==> src/rtl/sipo_pkg.sv <==
// Shared constants for the serial-in parallel-out deserializer.
package sipo_pkg;

  // Counter width for a given word width; two-bit words still need one bit.
  function automatic int cnt_w(input int width);
    return (width <= 2) ? 1 : $clog2(width);
  endfunction

  localparam logic PAR_RST_BIT   = 1'b0;
  localparam logic VALID_RST     = 1'b0;
  localparam logic OVERRUN_RST   = 1'b0;
  localparam logic BUSY_RST      = 1'b0;

endpackage

==> src/rtl/mod_counter.sv <==
// Modulo-MOD up-counter with synchronous clear, load-to-1, enable and terminal count.
module mod_counter #(
  parameter int MOD = 8,
  parameter int W   = 3
) (
  input  logic         clk,
  input  logic         clr,
  input  logic         load1,
  input  logic         en,
  output logic [W-1:0] cnt,
  output logic         tc
);

  assign tc = (cnt == W'(MOD - 1));

  // Priority: clear, then load-to-1, then count.
  always_ff @(posedge clk) begin
    if (clr)
      cnt <= '0;
    else if (load1)
      cnt <= W'(1);
    else if (en)
      cnt <= tc ? '0 : cnt + W'(1);
  end

endmodule

==> src/rtl/sipo_deserializer.sv <==
// Reassembles an MSB-first bit stream into WIDTH-bit words with a valid/ack
// output register and a sticky overrun flag.
module sipo_deserializer
  import sipo_pkg::*;
#(
  parameter int WIDTH = 8
) (
  input  logic             clk,
  input  logic             clr,
  input  logic             serial_in,
  input  logic             shift_en,
  input  logic             frame_sync,
  input  logic             out_ack,
  output logic [WIDTH-1:0] parallel_out,
  output logic             out_valid,
  output logic             overrun,
  output logic             busy
);

  localparam int CNT_W = cnt_w(WIDTH);

  // Handshake: out_valid=1 means parallel_out holds a word the consumer has not
  // yet taken; the word is taken on any edge where out_valid and out_ack are
  // both high. A new word may land on that same edge without a valid gap.

  logic [WIDTH-1:0] shreg;
  logic [CNT_W-1:0] bit_cnt;
  logic             cnt_tc;
  logic             cnt_clr;
  logic             cnt_load1;
  logic             cnt_en;
  logic             complete;
  logic [WIDTH-1:0] word;

  // A sync without a bit re-aligns by zeroing; a sync with a bit makes it bit 0.
  assign cnt_clr   = clr | (frame_sync & ~shift_en);
  assign cnt_load1 = shift_en & frame_sync;
  assign cnt_en    = shift_en & ~frame_sync;
  assign complete  = cnt_en & cnt_tc;
  assign word      = {shreg[WIDTH-2:0], serial_in};

  mod_counter #(
    .MOD (WIDTH),
    .W   (CNT_W)
  ) u_bit_cnt (
    .clk   (clk),
    .clr   (cnt_clr),
    .load1 (cnt_load1),
    .en    (cnt_en),
    .cnt   (bit_cnt),
    .tc    (cnt_tc)
  );

  always_ff @(posedge clk) begin
    if (clr) begin
      shreg        <= '0;
      parallel_out <= {WIDTH{PAR_RST_BIT}};
      out_valid    <= VALID_RST;
      overrun      <= OVERRUN_RST;
      busy         <= BUSY_RST;
    end else begin
      if (shift_en)
        shreg <= word;
      if (complete) begin
        if (!out_valid || out_ack) begin
          parallel_out <= word;
          out_valid    <= 1'b1;
        end else begin
          overrun <= 1'b1;
        end
      end else if (out_ack) begin
        out_valid <= 1'b0;
      end
      busy <= (bit_cnt != '0);
    end
  end

endmodule

==> config.mk <==
export PLATFORM = sky130hd
export DESIGN_NAME = sipo_deserializer
export DESIGN_NICKNAME = d
export VERILOG_FILES = /design/src/rtl/sipo_pkg.sv /design/src/rtl/mod_counter.sv /design/src/rtl/sipo_deserializer.sv
export SDC_FILE = /design/constraint.sdc
export NUM_CORES = 1
export LEC_CHECK = 0
export CAP_MARGIN = 20
export CORE_AREA = 2 2 46 48
export CTS_BUF_LIST = sky130_fd_sc_hd__clkbuf_8
export CTS_CLUSTER_DIAMETER = 150
export DETAILED_ROUTE_END_ITERATION = 10
export DIE_AREA = 0 0 48 50
export GPL_ROUTABILITY_DRIVEN = 0
export PLACE_DENSITY = 0.82
export SETUP_SLACK_MARGIN = 0.5
export SLEW_MARGIN = 20
export SYNTH_ARGS = -nofsm -noshare
export SYNTH_HDL_FRONTEND = slang
export SYNTH_HIERARCHICAL = 1
export SYNTH_SLANG_ARGS = --single-unit
==> constraint.sdc <==
create_clock -name clk -period 1.4 [get_ports clk]
set_input_delay 0.14 -clock clk [delete_from_list [all_inputs] [get_ports clk]]
set_output_delay 0.14 -clock clk [all_outputs]
set_load 0.005 [all_outputs]
== Yosys cells after proc, flatten, opt, wreduce, memory -nomap -nowiden ==
Index checks and enable logic that the tools add are counted.

* Equal/unequal tests: 2
* Bitwise gates (word level): 8
* Mux-type cells: 6
* Add/subtract/negate cells: 1
* Reductions and logical operators: 9

{| class="wikitable"
|+ Operators by type and width
! cell !! number
|-
| AND reduction 2 bit || 3
|-
| two-way mux 1 bit || 5
|-
| bitwise AND 1 bit || 4
|-
| nonzero test 2 bit || 2
|-
| adder 3 x 1 -> 3 bit (second input constant) || 1
|-
| equality test 3 bit (second input constant) || 1
|-
| two-way mux 3 bit || 1
|-
| NOT 1 bit || 3
|-
| nonzero test 3 bit || 1
|-
| != test 2 x 1 -> 1 bit (second input constant) || 1
|-
| OR reduction 2 bit || 1
|-
| logical NOT 1 bit || 1
|-
| logical OR 1 bit || 1
|-
| OR 1 bit || 1
|}

* Bits in registers: 21
* Logic and storage cells: 33
* Input bits: 6

== Depth between registers and ports, before layout ==
* Depth in word-level cells: 5
* Depth in mapped cells: 5
* Mapped depth without buffers: 4

== Cells and area by module ==
Netlist, hierarchy kept.

{| class="wikitable"
|+ By module, submodules not included
! module !! instances !! cells each !! area each (um2)
|-
| sipo_deserializer || 1 || 72 || 744.5
|-
| mod_counter || 1 || 13 || 140.1
|}

== Least setup slack after synthesis ==
OpenSTA, ideal clock, no wires.

* Kind: reg2reg
* Start: reg u_bit_cnt.cnt[0]
* End: reg u_bit_cnt.cnt[0]
* Library setup time: 0.074 ns
* Data required time: 1.326 ns
* Clock period less this slack: 1.251 ns
* Arrival: 1.177 ns
* Cell stages (with the launch flop): 5
* Slack: 0.149 ns
* Cell sequence: dfxtp_1 -> ha_1 -> ha_1 -> or3b_1 -> a31oi_1

* Word-level cells in the longest chain between the ends: 4
* Elaborated cells on any way between the ends: 5
* Those cells by class: add/sub (1); eq/ne (1); mux (3)

{| class="wikitable"
|+ Ends and longest elaborated chain
! item !! line !! source
|-
| from (decl) || mod_counter.sv:10 || <nowiki>output logic [W-1:0] cnt,</nowiki>
|-
| from (signal assigned) || mod_counter.sv:23 || <nowiki>cnt <= tc ? '0 : cnt + W'(1);</nowiki>
|-
| equality test 3 bit || mod_counter.sv:14 || <nowiki>assign tc = (cnt == W'(MOD - 1));</nowiki>
|-
| net cnt_tc || sipo_deserializer.sv:28 || <nowiki>logic cnt_tc;</nowiki>
|-
| two-way mux 3 bit || mod_counter.sv:23 ||
|-
| two-way mux 1 bit || mod_counter.sv:22 || <nowiki>else if (en)</nowiki>
|-
| two-way mux 1 bit || mod_counter.sv:20 || <nowiki>else if (load1)</nowiki>
|}

The timed path passes the listed nets, and every way through them passes these cells. The select of a mux whose other input is x is not followed.
A chain may end at the register's enable or synchronous reset.

== Worst setup path after layout ==
* Start: reg u_bit_cnt.cnt[1]
* End: reg u_bit_cnt.cnt[0]

The elaborated chain is that of the path after synthesis.

==> run summary <==
status -> complete, no violations
Setup violations, final -> 0
endpoint type of the worst setup path -> flip-flop
synthesized area per cell -> 10.4 um^2
hold_sp -> frame_sync
leading area contributor after synthesis -> dfxtp_1
die area -> 2400 um^2
syn nets -> 93
post-DP HPWL -> 1090 um
# rows -> 16
TritonCTS clock tree -> built
Worst Setup EP -> u_bit_cnt/cnt[0]$_SDFFE_PP0P_
setup TNS -> 0 ns
Max Slew Vio Count -> 0
synthesis-to-finish area growth -> 35.8%
Inserted Clock Buffers -> 3
Max Freq -> 782 MHz
grt peak-use layer -> met2
ANT nets after route -> 0
1st-iter DRT viols -> 6
Yosys reg bits -> 21
synth warn -> 6
Clock transition at path regs -> 0.07 ns
total core area -> 1900 um^2
Mapped Area -> 885 um^2
crit path launch -> u_bit_cnt/cnt[1]$_SDFFE_PP0P_
P_leak -> 0.524 nW
hold path cells -> 3
pin count of the biggest net entering global routing -> 21
# port buffers -> 16
Placement Cell Area -> 1130 um^2
Worst Path Required -> 1.57 ns
critical path peak fanout -> 4
Seq pwr share -> 56.5%
grt met1 use -> 18.0%
Worst-Skew Late Latency -> 0.25 ns
internal power -> 0.851 mW
clk sink count -> 21
routed wire length -> 1620 um
Period minus WS final -> 1.28 ns
vias after detailed routing -> 655
Gate power share -> 8.2%
All-Layer GR Usage -> 16.1%
largest stage delay on the critical path -> 0.37 ns
Worst R2R Setup Slack -> 0.12 ns
setup slack at placement -> -0.0728 ns
share of cells above drive strength 1 -> 37.5%
worst path cell trace -> ha_4, ha_4, or3b_1, a31oi_1
# DRC -> 0
HP Class -> primary input to flip-flop
Seq/Total Area, Yosys -> 47.5%
n_diodes -> 0
Worst Setup Start Kind -> flip-flop
most frequent cells in the layout -> nand2b_1, mux2i_1, nor2_1, dfxtp_1
Die X -> 48 um
power share of the clock group -> 35.4%
grt met2 use -> 27.1%
total grt overflow -> 0
max_cap viols -> 0
Hold Fails Final Rpt -> 0
r2r worst-path depth -> 4
Final period util -> 91.3%
R2R Path Start -> u_bit_cnt/cnt[1]$_SDFFE_PP0P_
clock tree buffer depth -> 2
RSZ-0062 raised after global routing -> true
share of the synthesized area in the top cell type -> 47.5%
Nets -> 121
first drt pass iteration count -> 4
Slew Limit Headroom -> 89.0%
Power Dens Cells -> 897 nW/um^2
vias in the first global route -> 647
H-tree levels -> 1
Final Skew -> 0.00140 ns
met3 GRT Util -> 3.30%
first-pass GRT wire length -> 2720 um
Worst R2R End -> u_bit_cnt/cnt[0]$_SDFFE_PP0P_
Worst VDD drop -> 582 uV
Worst Max-Slew Pin Slew -> 0.161 ns
height of the die -> 50 um
root buffer cell -> clkbuf_8
Initial Utilization -> 46.5%
Synth cell types -> 18
cells taking the most area after synthesis -> dfxtp_1, mux2i_1, nand2b_1
most used cell, CP -> ha_4
Mapped Cells -> 85
Worst path slowest cell -> or3b_1
num ports -> 17
Sw Share -> 21.1%
Finished Cell Area -> 1200 um^2
initial antenna violation count -> 0
WL/cell -> 11.7 um
final setup margin -> 0.121 ns
WP data arrival -> 1.45 ns
Vias per Instance -> 4.71
kind of critical path -> flip-flop to flip-flop
Psw -> 0.227 mW
sequential cells by signal, summed over array words and instances (netlist names):
| signal | count |
|---|---|
| parallel_out | 8 |
| busy | 1 |
| overrun | 1 |
| out_valid | 1 |
| u_bit_cnt/cnt | 3 |
| shreg | 7 |
worst min path at each step:
stage / slack (ns) / to
2_1_floorplan: 0.29 / shreg[0]$_SDFFE_PP0P_
3_3_place_gp: 0.46 / parallel_out[6]$_SDFFE_PP0P_
3_5_place_dp: 0.46 / parallel_out[5]$_SDFFE_PP0P_
4_1_cts: 0.43 / u_bit_cnt/cnt[0]$_SDFFE_PP0P_
5_1_grt: 0.45 / u_bit_cnt/cnt[0]$_SDFFE_PP0P_
6_report: 0.43 / u_bit_cnt/cnt[1]$_SDFFE_PP0P_
cell usage after synthesis:
master    count
nor3_1        3
a21oi_1       1
a31oi_1       2
and3b_1       1
mux2i_1      17
nor2b_4       1
inv_1         2
dfxtp_1      21
a21o_1        1
and2b_1       1
buf_2         1
clkbuf_1      1
buf_6         2
nor2_1       10
or3b_1        1
ha_1          2
nand2b_1     17
and2_2        1
metal layers:
metal | part of all wire (%) | vias up | routed length (um)
li1 | - | 338 | -
met1 | 44 | 299 | 721
met5 | 0 | - | 0
met3 | 3.6 | 4 | 58
met4 | 1.7 | 0 | 27
met2 | 50 | 14 | 814
cell families (layout without fill, tap and decap cells):
| logic type | Yosys count | after routing | synth area share [%] |
|---|---|---|---|
| AO/OA/AOI/OAI | 4 | 4 | 2.83 |
| AND/OR/NAND/NOR | 35 | 35 | 23.2 |
| multiplexers | 17 | 17 | 19.2 |
| buffers and inverters | 6 | 33 | 4.38 |
| adder cells (fa/ha/maj) | 2 | 2 | 2.83 |
| flip-flops | 21 | 21 | 47.5 |
stage by stage:
step	total power, mW	hold WS [ns]	utilization [%]	std cells
2_1_floorplan	0.673	0.287	-	85
3_3_place_gp	0.706	0.462	59.5	130
3_5_place_dp	0.710	0.461	59.5	130
4_1_cts	1.09	0.428	62.5	138
5_1_grt	1.12	0.454	63.2	139
6_report	1.08	0.434	63.2	139
power groups by stage:
stage               logic [mW]  clock network, mW  registers [mW]
detailed placement      0.0838                  0           0.626
CTS                     0.0874              0.396           0.610
floorplan               0.0487                  0           0.625
finish                  0.0879              0.381           0.609
global placement        0.0807                  0           0.626
global route            0.0963              0.414           0.610
timing repair:
| item | 4_1_cts | 5_1_grt |
|---|---|---|
| setup endpoints to repair | 29 | 20 |
| hold buffers | 0 | 0 |
| pin swaps | 1 | 1 |
| cloned | 0 | 0 |
| gates resized for setup | 55 | 2 |
| endpoints found under the hold margin | 0 | 0 |
| setup buffers | 4 | 1 |
critical path: cells and delay by family, from the launching register on:
kind / cells / cell delay (ns)
AOI/OAI and AO/OA: 1 / 0.16
DFF: 1 / 0.36
adders and majority gates: 2 / 0.32
and+or+nand+nor: 1 / 0.37
final cells by class:
class,instances,area [um^2]
Inverter,2,7.51
Fill cell,164,701
Multi-Input combinational cell,58,455
Sequential cell,21,439
Timing Repair Buffer,27,219
Clock buffer,3,41.3
Tap cell,27,33.8
Clock inverter,1,5.00
(Power assumes the default switching activity.)
